===== src/rtl/qix_crtc.sv =====
`default_nettype none
// ============================================================================
//  Module   : qix_crtc
//  Purpose  : 6845-style CRT timing generator for the Qix video board, with
//             a VSync FIRQ to the Data CPU that holds until acknowledged.
//  Revision : 1.0 - initial release
// ============================================================================
module qix_crtc #(
   parameter int         PIX_DIV = 4,
   parameter int         CHAR_W  = 8,
   parameter int         MA_W    = 14,
   parameter int         RA_W    = 5,
   parameter logic [7:0] R0_DEF  = 8'd39,
   parameter logic [7:0] R1_DEF  = 8'd32,
   parameter logic [7:0] R2_DEF  = 8'd34,
   parameter logic [7:0] R3_DEF  = 8'h24,
   parameter logic [7:0] R4_DEF  = 8'd32,
   parameter logic [7:0] R6_DEF  = 8'd32,
   parameter logic [7:0] R7_DEF  = 8'd32,
   parameter logic [7:0] R9_DEF  = 8'd7,
   parameter logic [7:0] R12_DEF = 8'd0,
   parameter logic [7:0] R13_DEF = 8'd0
) (
   input  logic            clk_20m,
   input  logic            reset_n,
   input  logic            reg_cs,
   input  logic            reg_rs,
   input  logic            reg_we,
   input  logic [7:0]      reg_din,
   output logic [7:0]      reg_dout,
   input  logic            firq_ack,
   output logic            ce_pix,
   output logic            ce_char,
   output logic            hsync,
   output logic            vsync,
   output logic            hblank,
   output logic            vblank,
   output logic            de,
   output logic [MA_W-1:0] ma,
   output logic [RA_W-1:0] ra,
   output logic            frame_start,
   output logic            firq_n
);

   localparam int c_DIV_W = (PIX_DIV > 1) ? $clog2(PIX_DIV) : 1;
   localparam int c_PIX_W = (CHAR_W > 1) ? $clog2(CHAR_W) : 1;
   localparam logic [c_DIV_W-1:0] c_DIV_LAST = c_DIV_W'(PIX_DIV - 1);
   localparam logic [c_PIX_W-1:0] c_PIX_LAST = c_PIX_W'(CHAR_W - 1);

   logic [4:0]      r_addr;
   logic [7:0]      r_r0, r_r1, r_r2, r_r3, r_r4, r_r6, r_r7, r_r9, r_r13;
   logic [5:0]      r_r12;
   logic [c_DIV_W-1:0] r_div;
   logic [c_PIX_W-1:0] r_pix;
   logic [7:0]      r_hc, r_row;
   logic [MA_W-1:0] r_ma_row;
   logic [4:0]      r_vs_cnt;

   logic [7:0]      w_hc_nxt, w_row_nxt;
   logic [RA_W-1:0] w_ra_nxt;
   logic [MA_W-1:0] w_ma_row_nxt;
   logic [4:0]      w_vs_cnt_nxt, w_vs_width;
   logic [8:0]      w_hs_end;
   logic            w_hc_wrap, w_ra_wrap, w_row_wrap, w_vs_start, w_hsync_nxt;

   assign ce_pix  = (r_div == c_DIV_LAST);
   assign ce_char = ce_pix && (r_pix == c_PIX_LAST);

   always_comb begin
      reg_dout = 8'h00;
      if (reg_rs && r_addr == 5'd12) reg_dout = {2'b00, r_r12};
      if (reg_rs && r_addr == 5'd13) reg_dout = r_r13;
   end

   // Wrap on >= so that shrinking a limit below the live count still wraps.
   always_comb begin
      w_hc_wrap    = (r_hc >= r_r0);
      w_ra_wrap    = w_hc_wrap && (8'(r_ra_q()) >= r_r9);
      w_row_wrap   = w_ra_wrap && (r_row >= r_r4);
      w_hc_nxt     = w_hc_wrap ? 8'd0 : r_hc + 8'd1;
      w_ra_nxt     = ra;
      w_row_nxt    = r_row;
      w_ma_row_nxt = r_ma_row;
      if (w_hc_wrap)
         w_ra_nxt = (8'(ra) >= r_r9) ? '0 : ra + RA_W'(1);
      if (w_ra_wrap) begin
         w_row_nxt    = w_row_wrap ? 8'd0 : r_row + 8'd1;
         w_ma_row_nxt = w_row_wrap ? MA_W'({r_r12, r_r13}) : r_ma_row + MA_W'(r_r1);
      end
      w_hs_end    = {1'b0, r_r2} + {5'b0_0000, r_r3[3:0]};
      w_hsync_nxt = (w_hc_nxt >= r_r2) && ({1'b0, w_hc_nxt} < w_hs_end);
      // vs_cnt holds the scanlines left in the pulse, including the current one.
      w_vs_width   = (r_r3[7:4] == 4'd0) ? 5'd16 : {1'b0, r_r3[7:4]};
      w_vs_start   = w_hc_wrap && (w_ra_nxt == '0) && (w_row_nxt == r_r7);
      w_vs_cnt_nxt = r_vs_cnt;
      if (w_vs_start)
         w_vs_cnt_nxt = w_vs_width;
      else if (w_hc_wrap && r_vs_cnt != 5'd0)
         w_vs_cnt_nxt = r_vs_cnt - 5'd1;
   end

   function automatic logic [RA_W-1:0] r_ra_q();
      return ra;
   endfunction

   always_ff @(posedge clk_20m or negedge reset_n) begin
      if (!reset_n) begin
         r_addr <= 5'd0;
         r_r0   <= R0_DEF;
         r_r1   <= R1_DEF;
         r_r2   <= R2_DEF;
         r_r3   <= R3_DEF;
         r_r4   <= R4_DEF;
         r_r6   <= R6_DEF;
         r_r7   <= R7_DEF;
         r_r9   <= R9_DEF;
         r_r12  <= R12_DEF[5:0];
         r_r13  <= R13_DEF;
      end else if (reg_cs && reg_we) begin
         if (!reg_rs) begin
            r_addr <= reg_din[4:0];
         end else begin
            case (r_addr)
               5'd0:    r_r0  <= reg_din;
               5'd1:    r_r1  <= reg_din;
               5'd2:    r_r2  <= reg_din;
               5'd3:    r_r3  <= reg_din;
               5'd4:    r_r4  <= reg_din;
               5'd6:    r_r6  <= reg_din;
               5'd7:    r_r7  <= reg_din;
               5'd9:    r_r9  <= reg_din;
               5'd12:   r_r12 <= reg_din[5:0];
               5'd13:   r_r13 <= reg_din;
               default: ;
            endcase
         end
      end
   end

   always_ff @(posedge clk_20m or negedge reset_n) begin
      if (!reset_n) begin
         r_div       <= '0;
         r_pix       <= '0;
         r_hc        <= 8'd0;
         r_row       <= 8'd0;
         r_ma_row    <= '0;
         r_vs_cnt    <= 5'd0;
         ra          <= '0;
         ma          <= '0;
         hsync       <= 1'b0;
         vsync       <= 1'b0;
         hblank      <= 1'b1;
         vblank      <= 1'b1;
         de          <= 1'b0;
         frame_start <= 1'b0;
         firq_n      <= 1'b1;
      end else begin
         r_div       <= ce_pix ? '0 : r_div + c_DIV_W'(1);
         frame_start <= ce_char && w_row_wrap;
         if (ce_pix)
            r_pix <= (r_pix == c_PIX_LAST) ? '0 : r_pix + c_PIX_W'(1);
         if (ce_char) begin
            r_hc     <= w_hc_nxt;
            ra       <= w_ra_nxt;
            r_row    <= w_row_nxt;
            r_ma_row <= w_ma_row_nxt;
            r_vs_cnt <= w_vs_cnt_nxt;
            ma       <= w_ma_row_nxt + MA_W'(w_hc_nxt);
            hblank   <= (w_hc_nxt >= r_r1);
            vblank   <= (w_row_nxt >= r_r6);
            de       <= (w_hc_nxt < r_r1) && (w_row_nxt < r_r6);
            hsync    <= w_hsync_nxt;
            vsync    <= (w_vs_cnt_nxt != 5'd0);
         end
         // A new VSync edge outranks a simultaneous acknowledge.
         if (ce_char && w_vs_cnt_nxt != 5'd0 && !vsync)
            firq_n <= 1'b0;
         else if (firq_ack)
            firq_n <= 1'b1;
      end
   end

endmodule
`default_nettype wire


===== config.mk =====
export PLATFORM = sky130hd
export DESIGN_NAME = qix_crtc
export DESIGN_NICKNAME = d
export VERILOG_FILES = /design/src/rtl/qix_crtc.sv
export SDC_FILE = /design/constraint.sdc
export NUM_CORES = 1
export LEC_CHECK = 0
export ABC_AREA = 1
export BUFFER_PORTS_ARGS = -buffer_cell sky130_fd_sc_hd__buf_2
export CELL_PAD_IN_SITES_DETAIL_PLACEMENT = 0
export CELL_PAD_IN_SITES_GLOBAL_PLACEMENT = 1
export CORE_ASPECT_RATIO = 1.4
export CORE_MARGIN = 1.5
export CORE_UTILIZATION = 50
export CTS_CLUSTER_DIAMETER = 50
export DETAILED_ROUTE_END_ITERATION = 6
export MAX_ROUTING_LAYER = met4
export PLACE_DENSITY = 0.84
export SLEW_MARGIN = 5
export SYNTH_ARGS = -nofsm -noshare
export SYNTH_HDL_FRONTEND = slang
export SYNTH_SLANG_ARGS = --single-unit

===== constraint.sdc =====
create_clock -name clk_20m -period 6.6 [get_ports clk_20m]
set_input_delay 1.32 -clock clk_20m [delete_from_list [all_inputs] [get_ports clk_20m]]
set_output_delay 1.32 -clock clk_20m [all_outputs]
set_load 0.01 [all_outputs]

==> results of run 1 <==
[power groups by stage]
stage / registers (mW) / logic, mW / clock network (mW)
3_3_place_gp: 1.33 / 1.80 / 0
4_1_cts: 1.32 / 1.82 / 1.06
5_1_grt: 1.35 / 2.09 / 1.11
2_1_floorplan: 1.31 / 1.35 / 0
6_report: 1.32 / 1.81 / 1.04
3_5_place_dp: 1.33 / 1.80 / 0
[layout by cell type, fill, tap and decap left out, drive strengths merged]
master    synthesis  final
fa                3      3
bufinv            0      4
o221ai            5      5
a21o              1      1
xnor2             8      8
xor2             16     16
nor4b             1      1
nor3             13     13
nand2           323    323
o21a              2      2
dfstp            18     18
o2111ai           1      1
nand3            57     57
a221oi            1      1
nor2             74     74
a21oi            47     47
ha               79     79
or2               3      3
o21ai           150    150
o211ai            5      5
clkinvlp          0      5
buf               5     54
a31oi             3      3
o21bai            3      3
a22oi             3      3
nand4             5      5
clkbuf           22     21
nand3b            4      4
mux2              2      2
clkinv            2      3
nor4              1      1
dfrtp           131    131
a21boi            1      1
o22ai            10     10
inv             177    178
and3              1      1
o31ai             4      4
[kinds of logic after synthesis]
kind of cell,share of synthesized area [%]
simple gates,22.10
compound gates,13.98
buf+inv,8.752
flops,41.12
fa+ha+maj,11.50
xor+xnor,2.305
mux,0.2469
[per-stage QoR]
stage | power [mW] | setup WS [ns]
floorplan | 2.656 | 2.709
global placement | 3.125 | 2.235
detailed placement | 3.132 | 2.141
CTS | 4.202 | 2.133
global route | 4.541 | 1.569
finish | 4.167 | 2.158
[worst paths after layout]
check / end / cells past startpoint
hold reg to reg: r_div[0] / 1
max in group asynchronous: ma[2] / 2
setup reg to reg: ma[12] / 29
setup / recovery: ma[12] / 29
hold / removal: r_div[0] / 1
min in group asynchronous: r_r4[4] / 1
[area by class of cell]
class / count / area share [%]
clock buffers: 21 / 4.409
clock inverters: 11 / 1.714
inverters: 179 / 6.625
multi-input cells: 826 / 44.77
flip-flops and latches: 149 / 36.71
well taps: 240 / 2.939
repair buffers: 54 / 2.829
[routing by layer]
| metal | up-vias | global-route usage [%] | share of wire, % |
|---|---|---|---|
| met4 | 0 | 8.653 | 1.9 |
| met2 | 121 | 44.34 | 51 |
| met3 | 23 | 4.168 | 2.8 |
| met5 | - | - | 0 |
| li1 | 3921 | - | - |
| met1 | 3554 | 33.01 | 45 |
==> run_results.csv, run 1 <==
group,metric,value,unit
timing,fin_crit,4.442,ns
floorplan,ioPinCount,50,
worst_setup_path,crit_top_cell,"nor2_1",
clocking,cts.repair.resized,0,
clocking,clock_path_buffers,2,
placed_design,hpwl,16100,um
detailed_routing,ant_nets,0,
layout,final_area,10220,um^2
worst_setup_path,worst-setup-path-type,"reg2reg",
worst_setup_path,cp_max_fo,26,
layout,fill_cells,1781,
pwr,netSwitchingFraction,41.51,%
synth,synth_area_leaders,"dfrtp_1, nand2_1, ha_1, o21ai_0, inv_1",
worst_setup_path,critPathLaunchType,"flop",
synth,avgSynthCellArea,7.723,um^2
worst_setup_path,cpPeakStageDelay,0.53,ns
clocking,cts_root_buffer,"clkbuf_16",
synth,async_flop_share,100.0,%
detailed_routing,drt_pass1_iterations,5,
grt,antenna_found_initial,0,
floorplan,core_area,17920,um^2
layout,layoutNonFillerInstCount,1480,
floorplan,dieHeight,162.8,um
layout,final_nets,1323,
floorplan,rows,58,
layout,top_regs,"ma (14), r_ma_row (14)",
timing,tightest_slew,0.9494,ns
detailed_routing,drt-initial-drc-count,385,
run,cap_viol_max_count,0,
worst_setup_path,r2r_start,"r_r0[2]",
worst_setup_path,crit_buf_inv,4,
synth,synth.net_count,1277,
worst_setup_path,worst_ep_arrival_time,4.79,ns
pwr,switching_power,1.730,mW
pwr,p_per_area,407.9,nW/um^2
worst_setup_path,cp_slowest_cell,"dfstp_2",
floorplan,die_x,117.2,um
clocking,cts_tree,"done",
pwr,power.leakage,5.139,nW
timing,rsz0062_at_grt,"no",
synth,synth_common_cells,"nand2_1, inv_1, o21ai_0, dfrtp_1, ha_1",
clocking,cts_buffers,17,
hold_path,hold_start,"r_div[0]",
timing,holdWs,0.4207,ns
timing,finalMaxSlewViolations,0,
clocking,cts.sinks,149,
placed_design,place_inst,1448,
synth,yosysTopAreaCell,"dfrtp_1",
synth,netlist_area,9121,um^2
timing,hold_viol,0,
timing,period_share,67.30,%
synth,synth_top_area_share,35.94,%
grt,grtUsageTotal,26.67,%
floorplan,die_area,19070,um^2
grt,grt_pass1_vias,7335,
synth,synth_cell_types,50,
worst_setup_path,critical_path_required,6.95,ns
layout,diodes,0,
synth,synth.yosys.warnings,0,
clocking,cts.htree.levels,4,
run_status,status,"completed",
synth,yosysSeqAreaShare,41.12,%
floorplan,start_util,50.89,%
synth,syn_inst,1181,
detailed_routing,drc_errors,0,
clocking,post_cts_buffers,0,
synth,synth_edf_count,0,
layout,final_core_util,57.00,%
timing,max_freq,0.2251,GHz
placed_design,gp_congestion,0.8828,
layout,seq_area,3751,um^2
synth,synth.most_common_cell,"nand2_1",
clocking,clock_latency,0.43,ns
clocking,postCtsHoldBufs,0,
placed_design,placed_area,9592,um^2
timing,slew-limit-headroom,36.71,%
grt,grt_max_degree,101,
timing,timing.setup.tns,0,ns
detailed_routing,routed-via-count,7619,
clocking,clk_pin_slew,0.07,ns
pwr,ir_drop,0.1941,mV
hold_path,min_path_type,"reg2reg",
placed_design,port_buffers,49,
worst_setup_path,critical_path.endpoint_type,"flop",
pwr,internal_power,2.438,mW
grt,grt_pass1_wl,37460,um
synth,ys_ff_latch,149,
detailed_routing,routed_wl,22840,um
worst_setup_path,ff2ff_setup_slack,2.16,ns
timing,setup_viol,0,
worst_setup_path,cpLargestDelayFamily,"simple AND/OR/NAND/NOR gates",
layout,multi_input_area,4574,um^2
detailed_routing,wl_per_cell,15.43,um
grt,grt-ovfl-total,0,
pwr,seq_power_share,31.7,%
synth,ys_dominant_reg_cell,"dfrtp_1",
pwr,clkPwrFrac,25.0,%
worst_setup_path,crit_start,"r_r0[2]",
layout,drive_gt1_share,10.08,%
pwr,p_comb_share,43.3,%
layout,syn_to_final_growth,12.02,%
timing,clock_skew,0.01155,ns
detailed_routing,via_per_inst,5.148,
Note: power is estimated with default switching activity, not from simulation.
==> run 2: changes to the inputs <==
--- a/config.mk
+++ b/config.mk
@@ -11,11 +11,11 @@
 export CELL_PAD_IN_SITES_GLOBAL_PLACEMENT = 1
 export CORE_ASPECT_RATIO = 1.4
 export CORE_MARGIN = 1.5
-export CORE_UTILIZATION = 50
+export CORE_UTILIZATION = 42
 export CTS_CLUSTER_DIAMETER = 50
 export DETAILED_ROUTE_END_ITERATION = 6
 export MAX_ROUTING_LAYER = met4
-export PLACE_DENSITY = 0.84
+export PLACE_DENSITY = 0.75
 export SLEW_MARGIN = 5
 export SYNTH_ARGS = -nofsm -noshare
 export SYNTH_HDL_FRONTEND = slang
==> constraint.sdc (replaced) <==
create_clock -name clk_20m -period 3.81 [get_ports clk_20m]
set_input_delay 0.762 -clock clk_20m [delete_from_list [all_inputs] [get_ports clk_20m]]
set_output_delay 0.762 -clock clk_20m [all_outputs]
set_load 0.01 [all_outputs]
==> run 2 against run 1 <==
Against the previous run: final area grew 7.1%; combinational power grew 120%; critical path type unchanged; sequential share of layout area shrank 2.4 points; core utilization shrank 5.6 points; register-to-register slack lost 2.0 ns; hold slack lost 0.12 ns; clock power grew 47%; via count grew 4.1%; fmax grew 20%; non-clock buffer count grew 67; global-route usage shrank 2.2 points; count of clock-buffer cells in the layout grew 7.
==> run_results.csv, run 2 (synthesis results as in run 1) <==
group,metric,value,unit
run_status,status,"completed",
layout,final_nets,1390,
grt,grt_pass1_vias,7912,
floorplan,ioPinCount,50,
worst_setup_path,cpLargestDelayFamily,"simple AND/OR/NAND/NOR gates",
clocking,clk_pin_slew,0.06,ns
layout,syn_to_final_growth,20.01,%
timing,fin_crit,3.699,ns
timing,setup_viol,0,
worst_setup_path,ff2ff_setup_slack,0.11,ns
grt,grt_max_degree,62,
hold_path,min_path_type,"in2async",
floorplan,start_util,42.86,%
worst_setup_path,cp_max_fo,5,
layout,top_regs,"ma (14), r_ma_row (14)",
clocking,cts_root_buffer,"clkbuf_16",
detailed_routing,drt-initial-drc-count,342,
floorplan,rows,63,
clocking,clock_latency,0.43,ns
pwr,p_per_area,711.7,nW/um^2
layout,drive_gt1_share,17.90,%
layout,final_area,10950,um^2
worst_setup_path,worst-setup-path-type,"reg2reg",
floorplan,die_x,127.6,um
floorplan,die_area,22620,um^2
timing,finalMaxSlewViolations,0,
detailed_routing,routed_wl,25230,um
grt,grt-ovfl-total,0,
timing,slew-limit-headroom,42.28,%
placed_design,gp_congestion,0.8749,
layout,final_common_cell,"nand2_1",
placed_design,hpwl,18460,um
grt,grtUsageTotal,24.46,%
clocking,cts_tree,"done",
timing,holdWs,0.3029,ns
clocking,cts.sinks,149,
worst_setup_path,crit_top_cell,"nand2_1",
worst_setup_path,critical_path_required,4.11,ns
layout,layout_common_cells,"nand2_1, inv_1, o21ai_0",
detailed_routing,wl_per_cell,16.10,um
worst_setup_path,crit_buf_inv,4,
timing,clock_skew,0.008998,ns
pwr,ir_drop,0.3582,mV
timing,max_freq,0.2703,GHz
placed_design,port_buffers,49,
worst_setup_path,critical_path.endpoint_type,"flop",
floorplan,dieHeight,177.4,um
timing,period_share,97.10,%
worst_setup_path,worst_ep_arrival_time,4.00,ns
run,cap_viol_max_count,0,
grt,antenna_found_initial,0,
timing,hold_viol,0,
worst_setup_path,cp_slowest_cell,"dfstp_2",
timing,tightest_slew,0.8627,ns
pwr,power.leakage,5.458,nW
detailed_routing,drt_pass1_iterations,4,
worst_setup_path,critPathLaunchType,"flop",
timing,rsz0062_at_grt,"yes",
floorplan,core_area,21280,um^2
clocking,cts_buffers,17,
detailed_routing,routed-via-count,7934,
detailed_routing,ant_nets,0,
placed_design,placed_area,10040,um^2
worst_setup_path,cpPeakStageDelay,0.53,ns
detailed_routing,via_per_inst,5.063,
pwr,p_total,7.790,mW
detailed_routing,drc_errors,0,
grt,grt_pass1_wl,41020,um
layout,diodes,0,
clocking,cts.htree.levels,4,
layout,fill_cells,2112,
clocking,clock_path_buffers,2,
-- run 2: changes by cell type in the layout (fill, tap and decap cells not counted), moves of 7 or more --
cell / before / now
buf_4: 5 / 65
ha_1: 79 / 71
inv_1: 174 / 166
a21oi_1: 46 / 39
a21oi_2: 1 / 8
ha_4: 0 / 7
inv_2: 3 / 10
nor2_1: 70 / 63
o21ai_0: 141 / 134
-- run 2: stage by stage --
stage / setup slack [ns] / setup TNS (ns) / utilization [%] / instances
floorplan: 0.008337 / 0 / - / 1181
global placement: -0.08725 / -0.1015 / 47.20 / 1523
detailed placement: -0.1409 / -0.2625 / 47.20 / 1523
CTS: -0.007019 / -0.007019 / 49.76 / 1555
global route: -0.1953 / -0.9523 / 51.43 / 1567
finish: 0.1106 / 0 / 51.43 / 1567
-- run 2: layout make-up --
type	instances	area, um^2	share of cell area (%)
clock buffer	28	496.7	4.538
clock inverter	4	25.02	0.2286
inverter	179	679.4	6.206
multi-input combinational	826	4838	44.20
sequential	149	3751	34.27
tap	260	325.3	2.972
timing repair buffer	121	830.8	7.589
-- run 2: final timing paths --
check                           startpoint        to  cells past startpoint
worst max-delay path               r_r0[1]    ma[10]                     27
max in group asynchronous          reset_n  r_div[0]                      2
worst max register to register     r_r0[1]    ma[10]                     27
worst min register to register    r_div[0]  r_div[0]                      1
worst min-delay path               reset_n   r_r4[0]                      1
min in group clk_20m              r_div[0]  r_div[0]                      1
-- run 2: power breakdown --
group	total (mW)	internal, mW	switching (mW)
combinational	3.97	1.61	2.36
clock	1.53	0.882	0.646
sequential	2.29	2.00	0.287
total	7.79	4.49	3.30
-- run 2: timing repair --
item	CTS	global route
pin swaps	1	40
gates resized for setup	8	61
hold buffers	0	0
endpoints found under the setup margin	5	9
buffers inserted	0	12
-- run 2: layer usage --
metal,vias to the layer above,routed length [um],share of wire (%),global-route usage (%)
met5,-,0,0,-
met4,0,616,2.4,8.807
met3,36,627,2.5,3.618
met1,3728,10880,43,28.32
li1,4058,-,-,-
met2,112,13110,52,43.00
==> run 3: changes to the inputs <==
--- a/config.mk
+++ b/config.mk
@@ -16,6 +16,7 @@
 export DETAILED_ROUTE_END_ITERATION = 6
 export MAX_ROUTING_LAYER = met4
 export PLACE_DENSITY = 0.75
+export SETUP_SLACK_MARGIN = 0.2
 export SLEW_MARGIN = 5
 export SYNTH_ARGS = -nofsm -noshare
 export SYNTH_HDL_FRONTEND = slang
==> run 3 against run 2 <==
Against the previous run: via count shrank 0.68%; count of clock-buffer cells in the layout decreased by 7; fmax is 0.39% lower; non-clock buffer count fell by 19; first-iteration DRC count is 12% higher; setup slack worse by 0.015 ns.
==> run_results.csv, run 3 (synthesis results as in run 1) <==
group,metric,value,unit
timing,tightest_slew,0.8296,ns
grt,grt_pass1_wl,39920,um
grt,grt_pass1_vias,7743,
clocking,clk_pin_slew,0.06,ns
worst_setup_path,worst-setup-path-type,"reg2reg",
run,cap_viol_max_count,0,
layout,top_regs,"ma (14), r_ma_row (14)",
detailed_routing,drc_errors,0,
clocking,postCtsHoldBufs,0,
placed_design,port_buffers,49,
clocking,clock_path_buffers,2,
timing,max_freq,0.2693,GHz
worst_setup_path,critical_path_required,4.13,ns
floorplan,dieHeight,177.4,um
timing,hold_viol,0,
hold_path,min_path_type,"in2async",
layout,fill_cells,2133,
worst_setup_path,cpPeakStageDelay,0.54,ns
placed_design,hpwl,18040,um
layout,final_area,10760,um^2
clocking,cts_buffers,17,
timing,period_share,97.48,%
floorplan,die_x,127.6,um
floorplan,start_util,42.86,%
grt,grt_max_degree,65,
placed_design,placed_area,9866,um^2
detailed_routing,via_per_inst,5.090,
grt,grt-ovfl-total,0,
worst_setup_path,cp_slowest_cell,"dfstp_2",
worst_setup_path,crit_top_cell,"nand2_1",
layout,layout_common_cells,"nand2_1, inv_1, o21ai_0",
timing,holdWs,0.3013,ns
layout,final_nets,1371,
floorplan,ioPinCount,50,
timing,rsz0062_at_grt,"yes",
clocking,cts_root_buffer,"clkbuf_16",
timing,timing.setup.tns,0,ns
detailed_routing,wl_per_cell,16.09,um
pwr,p_per_area,707.6,nW/um^2
layout,drive_gt1_share,16.63,%
clocking,clock_latency,0.44,ns
floorplan,rows,63,
floorplan,core_area,21280,um^2
worst_setup_path,worst_ep_arrival_time,4.03,ns
layout,syn_to_final_growth,17.91,%
pwr,ir_drop,0.4144,mV
worst_setup_path,critical_path.endpoint_type,"flop",
timing,finalMaxSlewViolations,0,
pwr,power.leakage,5.371,nW
placed_design,gp_congestion,0.8640,
worst_setup_path,crit_buf_inv,4,
run_status,status,"completed",
worst_setup_path,critPathLaunchType,"flop",
timing,setup_viol,0,
grt,grtUsageTotal,24.01,%
floorplan,die_area,22620,um^2
detailed_routing,drt-initial-drc-count,384,
layout,final_common_cell,"nand2_1",
timing,fin_crit,3.714,ns
placed_design,dp_slack,-0.03836,ns
clocking,cts.sinks,149,
detailed_routing,routed-via-count,7880,
timing,clock_skew,0.006916,ns
timing,finalWorstSetupSlack,0.09598,ns
detailed_routing,drt_pass1_iterations,5,
detailed_routing,ant_nets,0,
timing,slew-limit-headroom,44.49,%
detailed_routing,routed_wl,24900,um
worst_setup_path,cpLargestDelayFamily,"simple AND/OR/NAND/NOR gates",
clocking,cts_tree,"done",
worst_setup_path,cp_max_fo,5,
grt,antenna_found_initial,1,
clocking,cts.htree.levels,4,
[run 3: metrics by stage]
step	total power, mW	util, %	cells
2_1_floorplan	4.663	-	1181
3_3_place_gp	5.700	46.36	1494
6_report	7.611	50.54	1548
5_1_grt	8.260	50.54	1548
3_5_place_dp	5.728	46.36	1494
4_1_cts	7.532	49.85	1541
[run 3: final timing paths]
check / from / cells past startpoint / slack [ns] / to
min: reset_n / 1 / 0.30 / r_row[5]
max in group asynchronous: reset_n / 2 / 2.67 / r_r2[5]
max reg2reg: r_r9[1] / 25 / 0.1 / ma[12]
min in group clk_20m: r_div[0] / 1 / 0.43 / r_div[0]
min reg2reg: r_div[0] / 1 / 0.43 / r_div[0]
max: r_r9[1] / 25 / 0.1 / ma[12]
[run 3: final cells by class]
type	count	area, um^2	share of cell area, %
Antenna cell	1	2.502	0.02327
Multi-Input combinational cell	826	4788	44.52
Sequential cell	149	3751	34.88
Clock inverter	10	82.58	0.7678
Inverter	179	679.4	6.317
Tap cell	260	325.3	3.025
Timing Repair Buffer	102	665.6	6.189
Clock buffer	21	460.4	4.281
[run 3: power by group]
part           switching, mW  total [mW]  internal [mW]  leakage (nW)
logic                   2.28        3.72           1.44          3.23
clock network          0.677        1.60          0.920         0.264
registers              0.289        2.29           2.00          1.87
[run 3: per-layer routing]
layer  routed length, um  vias to the layer above  global-route usage, %
li1                    -                     4015                      -
met1               10530                     3705                  26.88
met2               13080                      126                  43.47
met3                 728                       34                  3.799
met4                 563                        0                  7.813
met5                   0                        -                      -
[run 3: repair_timing]
action,in CTS,in global routing
pin swaps,18,12
endpoints found under the setup margin,6,9
setup buffers,16,6
endpoints found under the hold margin,0,0
gates resized for setup,18,24
